$ cat src/rtl/reg_write_arbiter.sv
// Round-robin arbiter sharing the register bank's single write port among NumReq requesters.
// Registered outputs: ack, one-hot reg_en and reg_data appear one edge after the request is seen.
module reg_write_arbiter #(
    parameter int NumReq    = 4,
    parameter int DataWidth = 16,
    parameter int NumRegs   = 8,
    parameter int AddrWidth = 3
) (
    input  logic                          clock,
    input  logic                          reset,
    input  logic [NumReq-1:0]             req,
    input  logic [NumReq*AddrWidth-1:0]   req_addr,
    input  logic [NumReq*DataWidth-1:0]   req_data,
    output logic [NumReq-1:0]             ack,
    output logic [NumRegs-1:0]            reg_en,
    output logic [DataWidth-1:0]          reg_data,
    output logic                          addr_err,
    output logic                          busy
);

    localparam int PtrW = $clog2(NumReq);

    logic [PtrW-1:0]      ptr;
    logic [NumReq-1:0]    eligible_p0;
    logic                 found_p0;
    logic [PtrW-1:0]      win_p0;
    logic [AddrWidth-1:0] win_addr_p0;
    logic [DataWidth-1:0] win_data_p0;
    logic                 addr_ok_p0;

    function automatic logic [PtrW-1:0] wrap_idx(input int base, input int off);
        int s;
        s = base + off;
        if (s >= NumReq) s = s - NumReq;
        return PtrW'(s);
    endfunction

    // A requester acked this cycle is masked so a still-held req cannot be granted twice in a row.
    assign eligible_p0 = req & ~ack;

    always_comb begin
        found_p0 = 1'b0;
        win_p0   = '0;
        for (int i = 0; i < NumReq; i++) begin
            if (!found_p0 && eligible_p0[wrap_idx(int'(ptr), i)]) begin
                found_p0 = 1'b1;
                win_p0   = wrap_idx(int'(ptr), i);
            end
        end
    end

    assign win_addr_p0 = req_addr[win_p0*AddrWidth +: AddrWidth];
    assign win_data_p0 = req_data[win_p0*DataWidth +: DataWidth];
    assign addr_ok_p0  = {{(32-AddrWidth){1'b0}}, win_addr_p0} < 32'(NumRegs);

    // Stage boundary: grant, bank enable and data registered together.
    always_ff @(posedge clock or posedge reset) begin
        if (reset) begin
            ptr      <= '0;
            ack      <= '0;
            reg_en   <= '0;
            reg_data <= '0;
            addr_err <= 1'b0;
            busy     <= 1'b0;
        end else if (found_p0) begin
            ptr      <= wrap_idx(int'(win_p0), 1);
            ack      <= NumReq'(1) << win_p0;
            reg_data <= win_data_p0;
            reg_en   <= addr_ok_p0 ? (NumRegs'(1) << win_addr_p0) : '0;
            addr_err <= !addr_ok_p0;
            busy     <= 1'b1;
        end else begin
            ack      <= '0;
            reg_en   <= '0;
            addr_err <= 1'b0;
            busy     <= 1'b0;
        end
    end

endmodule

$ cat config.mk
export PLATFORM = sky130hd
export DESIGN_NAME = reg_write_arbiter
export DESIGN_NICKNAME = d
export VERILOG_FILES = /design/src/rtl/reg_write_arbiter.sv
export SDC_FILE = /design/constraint.sdc
export NUM_CORES = 1
export LEC_CHECK = 0
export CORE_MARGIN = 2
export CORE_UTILIZATION = 38
export CTS_BUF_LIST = sky130_fd_sc_hd__clkbuf_4 sky130_fd_sc_hd__clkbuf_8
export CTS_CLUSTER_DIAMETER = 200
export DETAILED_ROUTE_END_ITERATION = 6
export PLACE_DENSITY = 0.93
export SYNTH_ARGS = -nofsm -noshare
export SYNTH_HDL_FRONTEND = slang
export SYNTH_SLANG_ARGS = --single-unit
$ cat constraint.sdc
create_clock -name clock -period 2.49 [get_ports clock]
set_input_delay 0.498 -clock clock [delete_from_list [all_inputs] [get_ports clock]]
set_output_delay 0.498 -clock clock [all_outputs]
set_load 0.1 [all_outputs]
==> reports/qor.csv, run 1 <==
stage,metric,value,unit
synthesis,fraction of registers with async set/reset,100,%
sta,Worst Hold Slack,0.578,ns
sta,setup ws final,0.154,ns
setup_path,maximum fanout along the worst path,6,
synthesis,mapped cell area,1750,sq um
cells_and_area,Area growth syn-to-layout,70.7,%
sta,fmax,0.428,GHz
cells_and_area,Layout Nets,359,
clock_network,Post-CTS Resized,0,
clock_network,clock root buffer,clkbuf_8,
global_route,antenna violations before repair,0,
cells_and_area,Post-Route Utilization,68.2,%
clock_network,CTS tree,done,
cells_and_area,n_diodes,0,
placed_design,pre-CTS WS,-0.167,ns
cells_and_area,"commonest non-fill, non-tap cell in the layout",clkdlybuf4s50_1,
clock_network,CTS clock-pin slew for the worst setup and hold paths,0.06,ns
floorplanning,Die Wd,71.9,microns
global_route,"Remaining Overflow, GRT",0,
setup_path,crit path kind,primary input to flop,
setup_path,Worst Path Required,2.67,ns
synthesis,"Top FF cell, synth",dfrtp_1,
synthesis,average size of a mapped cell,11.2,sq um
cells_and_area,Post-Layout Cell Count,326,
setup_path,type of origin of the critical path,primary input,
cells_and_area,share of layout cells above drive strength 1,27.4,%
synthesis,number of synthesized flops with an enable pin,0,
route,vias,1714,
route,DRC,0,
setup_path,worst reg2reg setup slack,0.27,ns
run,Max Cap Viol,0,
sta,"Slew Viols, Final",0,
placed_design,buffers added on ports,110,
cells_and_area,"commonest non-fill, non-tap cells in the layout","81 x clkdlybuf4s50_1, 36 x buf_4, 27 x dfrtp_1, 21 x mux2_2, 20 x mux2i_1",
global_route,first-pass GRT wire length,8.49,mm
route,DRT Pass-1 Iters,4,
sta,Worst Clk Skew,0.00380,ns
clock_network,cts bufs inserted,5,
sta,final setup violation count,0,
floorplanning,core area,4380,sq um
sta,Final period util,93.8,%
synthesis,synthesized netlist cell count,157,
synthesis,Yosys cell types,31,
clock_network,Max H-tree Level,2,
placed_design,estimated wirelength of the detail-placed design,4.09,mm
sta,final hold violations,0,
clock_network,clk buf depth,2,
floorplanning,IO Count,112,
global_route,GR Util All Layers,21.4,%
worst_hold_path,worst min path class,flop to flop,
route,vias per std cell,5.26,
sta,minimum clock period,2.34,ns
synthesis,Synthesized Nets,243,
floorplanning,Die H,71.9,microns
outcome,status,"complete, no violations",
clock_network,Setup Buffers After CTS,0,
floorplanning,row cnt,24,
floorplanning,die area,5170,sq um
setup_path,CP endpoint kind,flop,
clock_network,CTS Hold Bufs,0,
setup_path,Worst EP arrival,2.52,ns
clock_network,Sinks on Clock Net,31,
placed_design,DP Cell Count,318,
clock_network,"Clk Latency, worst-skew pair",0.28,ns
synthesis,sequential share of the synthesized area,44.3,%
synthesis,"flops & latches, synth",31,
global_route,largest net degree at the start of global routing,32,
route,Detailed Route WL,5.29,mm
placed_design,Final GP Congestion,0.757,
route,Routed Antenna Nets,0,
sta,RSZ-0062 raised after global routing,no,
route,Initial DRC Count,46,
synthesis,YS warnings,0,
route,drt wl/cell,16.2,microns
global_route,number of global-route vias before repair,1869,
floorplanning,Initial Util,40.0,%
-- layout make-up --
type	instances	area (sq um)
Clock buffer	8	104
Inverter	5	18.8
Sequential cell	31	783
Timing Repair Buffer	119	1120
Multi-Input combinational cell	111	898
Fill cell	351	1390
Tap cell	52	65.1
-- metal layers --
layer  global-route usage, %  up-vias  share of wire, %
li1                        -      812                 -
met1                    21.9      809                35
met5                       0        -                 0
met4                    9.43        0               2.5
met3                    5.69       11               7.3
met2                    40.5       82                55
-- cells by family (layout without fill, tap and decap cells) --
logic type      Yosys count  in the layout  share of synthesized area (%)
fa+ha+maj                 4              4                           2.86
simple gates             23             23                           7.43
other cells               1              1                          0.214
buf+inv                  15            132                           4.43
flops                    31             31                           44.3
compound gates           40             40                           14.4
mux                      43             43                           26.4
-- synth_stat cells (2+ instances only) --
library cell / n / share of area [%]
and2_1: 5 / 1.8
mux2i_1: 20 / 11
clkbuf_1: 4 / 0.86
dfrtp_1: 31 / 44
buf_4: 3 / 1.3
a21oi_1: 16 / 4.6
inv_1: 4 / 0.86
nor2_1: 4 / 0.86
o22ai_1: 16 / 5.7
nor3_1: 8 / 2.3
mux2_2: 21 / 14
buf_2: 2 / 0.57
ha_1: 4 / 2.9
o221ai_1: 2 / 1.0
-- registers in the layout, indices dropped and copies added, names as in the netlist --
| name | count |
|---|---|
| ack | 4 |
| reg_data | 16 |
| ptr | 2 |
| reg_en | 8 |
| busy | 1 |
-- final timing paths --
check / startpoint / to / cells past startpoint
min in group asynchronous: reset / ack[3] / 3
worst max-delay path: req[2] / reg_en[1] / 7
worst max register to register: ack[2] / reg_en[1] / 6
worst min-delay path: reg_data[5] / reg_data[5] / 2
max in group asynchronous: reset / ack[2] / 3
worst min register to register: reg_data[5] / reg_data[5] / 2
-- critical path, stage by stage --
cell and delay (ns):
clkdlybuf4s50_1 0.48, nand2b_2 0.10, a311oi_1 0.21, o32a_2 0.30, mux2_2 0.39, mux2_2 0.31, nor3_1 0.23
-- metrics by stage --
stage | setup TNS [ns] | area, sq um
detailed placement | -0.889 | 2890
floorplan | 0 | 1760
global route | 0 | 2990
finish | 0 | 2990
CTS | 0 | 2990
global placement | -0.0201 | 2890
Power of run 1 is not shown: default switching activity piles up to over one toggle a cycle in this logic, so the estimate is an artifact.
==> run 2: changes to the inputs <==
--- a/config.mk
+++ b/config.mk
@@ -10,7 +10,7 @@
 export CTS_BUF_LIST = sky130_fd_sc_hd__clkbuf_4 sky130_fd_sc_hd__clkbuf_8
 export CTS_CLUSTER_DIAMETER = 200
 export DETAILED_ROUTE_END_ITERATION = 6
-export PLACE_DENSITY = 0.93
+export PLACE_DENSITY = 0.83
 export SYNTH_ARGS = -nofsm -noshare
 export SYNTH_HDL_FRONTEND = slang
 export SYNTH_SLANG_ARGS = --single-unit
==> run 2 against run 1 <==
  * First-iteration DRC count increased by 43%
  * Die area unchanged
  * Fmax increased by 3.0%
  * Cell count increased by 0.61%
  * Flip-flop and latch count unchanged
  * Sequential share of layout area increased by 0.20 points
  * Clock skew increased by 0.0027 ns
  * Final area decreased by 0.75%
  * Clock-buffer cell count decreased by 1
==> reports/qor.csv, run 2 (synthesis results as in run 1) <==
stage,metric,value,unit,change
outcome,status,"complete, no violations",,unchanged
cells_and_area,Largest Register,reg_data,,unchanged
route,vias,1696,,was 1714
clock_network,Post-CTS Resized,0,,unchanged
clock_network,CTS tree,done,,unchanged
global_route,first-pass GRT wire length,7.90,mm,was 8.49 mm
placed_design,Placed Area,2880,sq um,was 2890 sq um
sta,final hold violations,0,,unchanged
route,DRT Pass-1 Iters,4,,unchanged
setup_path,crit path kind,primary input to flop,,unchanged
clock_network,Setup Buffers After CTS,0,,unchanged
clock_network,Sinks on Clock Net,31,,unchanged
worst_hold_path,worst min path class,flop to flop,,unchanged
sta,max_slew headroom,58.7,%,
route,vias per std cell,5.17,,was 5.26
run,Max Cap Viol,0,,unchanged
sta,actual slew at the worst max-slew pin,0.618,ns,
cells_and_area,fillers,353,,was 351
sta,fmax,0.441,GHz,was 0.428 GHz
cells_and_area,Layout Nets,362,,was 359
floorplanning,Die H,71.9,microns,unchanged
setup_path,Critical path origin,req[1],,was req[2]
setup_path,Worst Path Required,2.68,ns,was 2.67 ns
setup_path,CP endpoint kind,flop,,unchanged
clock_network,clock root buffer,clkbuf_8,,unchanged
clock_network,CTS Hold Bufs,0,,unchanged
placed_design,estimated wirelength of the detail-placed design,3.80,mm,was 4.09 mm
sta,Worst Clk Skew,0.00654,ns,was 0.00380 ns
placed_design,Final GP Congestion,0.781,,was 0.757
global_route,antenna violations before repair,0,,unchanged
floorplanning,row cnt,24,,unchanged
route,Initial DRC Count,66,,was 46
route,DRC,0,,unchanged
sta,"Slew Viols, Final",0,,unchanged
global_route,"Remaining Overflow, GRT",0,,unchanged
setup_path,Worst EP arrival,2.46,ns,was 2.52 ns
cells_and_area,share of layout cells above drive strength 1,27.9,%,was 27.4%
cells_and_area,"commonest non-fill, non-tap cells in the layout","81 x clkdlybuf4s50_1, 41 x buf_4, 27 x dfrtp_1, 21 x mux2_2, 20 x mux2i_1",,"was 81 x clkdlybuf4s50_1, 36 x buf_4, 27 x dfrtp_1, 21 x mux2_2, 20 x mux2i_1"
setup_path,type of origin of the critical path,primary input,,unchanged
clock_network,clk buf depth,2,,unchanged
placed_design,buffers added on ports,110,,unchanged
cells_and_area,finished layout cell area,2970,sq um,was 2990 sq um
clock_network,cts bufs inserted,5,,unchanged
cells_and_area,Area growth syn-to-layout,69.4,%,was 70.7%
setup_path,RR Startpoint,ack[2],,unchanged
global_route,number of global-route vias before repair,1770,,was 1869
setup_path,maximum fanout along the worst path,7,,was 6
clock_network,"Clk Latency, worst-skew pair",0.28,ns,about the same
global_route,largest net degree at the start of global routing,20,,was 32
clock_network,CTS clock-pin slew for the worst setup and hold paths,0.06,ns,about the same
floorplanning,die area,5170,sq um,unchanged
sta,Final period util,91.1,%,was 93.8%
route,Routed Antenna Nets,0,,unchanged
floorplanning,core area,4380,sq um,unchanged
global_route,GR Util All Layers,19.3,%,was 21.4%
worst_hold_path,Hold Startpoint,reg_data[2],,was reg_data[5]
sta,RSZ-0062 raised after global routing,no,,unchanged
floorplanning,IO Count,112,,unchanged
floorplanning,Initial Util,40.0,%,unchanged
cells_and_area,biggest regs,"reg_data x16, reg_en x8, ack x4",,unchanged
cells_and_area,"commonest non-fill, non-tap cell in the layout",clkdlybuf4s50_1,,unchanged
route,drt wl/cell,14.4,microns,was 16.2 microns
clock_network,Max H-tree Level,2,,unchanged
sta,minimum clock period,2.27,ns,was 2.34 ns
floorplanning,Die Wd,71.9,microns,unchanged
cells_and_area,max reg flops,16,,unchanged
sta,final setup violation count,0,,unchanged
route,Detailed Route WL,4.73,mm,was 5.29 mm
cells_and_area,n_diodes,0,,unchanged
sta,Worst Hold Slack,0.571,ns,was 0.578 ns
cells_and_area,Post-Route Utilization,67.7,%,was 68.2%
-- run 2: area by class of cell --
cell class	instances	area (sq um)	area share (%)
well taps	52	65.1	2.19
inverters	5	18.8	0.632
clock buffers	7	83.8	2.82
multi-input cells	111	898	30.3
flip-flops and latches	31	783	26.4
repair buffers	122	1120	37.7
-- run 2: path summary, 6_finish.rpt --
check / to / slack, ns / cells after the start
worst min register to register: reg_data[2] / 0.57 / 2
worst min-delay path: reg_data[2] / 0.57 / 2
worst max register to register: reg_en[0] / 0.35 / 6
worst max-delay path: reg_en[0] / 0.22 / 7
max in group asynchronous: reg_data[3] / 1.32 / 3
min in group asynchronous: busy / 0.60 / 2
-- run 2: worst max-delay path, cell delays in order --
cell	delay, ns
clkdlybuf4s50_1	0.45
nor2b_4	0.16
a311oi_1	0.06
o32a_2	0.42
mux2_1	0.36
mux2_2	0.31
nor3_1	0.19
-- run 2: stage by stage --
stage	worst slack [ns]	TNS, ns	instances
after global placement	-0.00898	-0.0169	321
after global routing	0.0579	0	328
after detailed placement	-0.0778	-0.241	321
after CTS	0.229	0	328
final	0.223	0	328
after floorplan	0.00839	0	157
-- run 2: routing by layer --
metal,vias up,GRT usage [%],wire (microns)
met5,-,0,0
met4,0,5.24,29
met3,4,5.56,350
met2,71,35.5,2470
met1,805,21.9,1880
li1,816,-,-
Power of run 2 is left out for the same reason.
==> run 3: changes to the inputs <==
--- a/config.mk
+++ b/config.mk
@@ -5,10 +5,10 @@
 export SDC_FILE = /design/constraint.sdc
 export NUM_CORES = 1
 export LEC_CHECK = 0
+export ABC_CLOCK_PERIOD_IN_PS = 2490
 export CORE_MARGIN = 2
 export CORE_UTILIZATION = 38
 export CTS_BUF_LIST = sky130_fd_sc_hd__clkbuf_4 sky130_fd_sc_hd__clkbuf_8
-export CTS_CLUSTER_DIAMETER = 200
 export DETAILED_ROUTE_END_ITERATION = 6
 export PLACE_DENSITY = 0.83
 export SYNTH_ARGS = -nofsm -noshare
==> results of run 3 <==
The final DEF is identical to that of run 2; final timing and power are the same.
Power of run 3 is left out for the same reason.
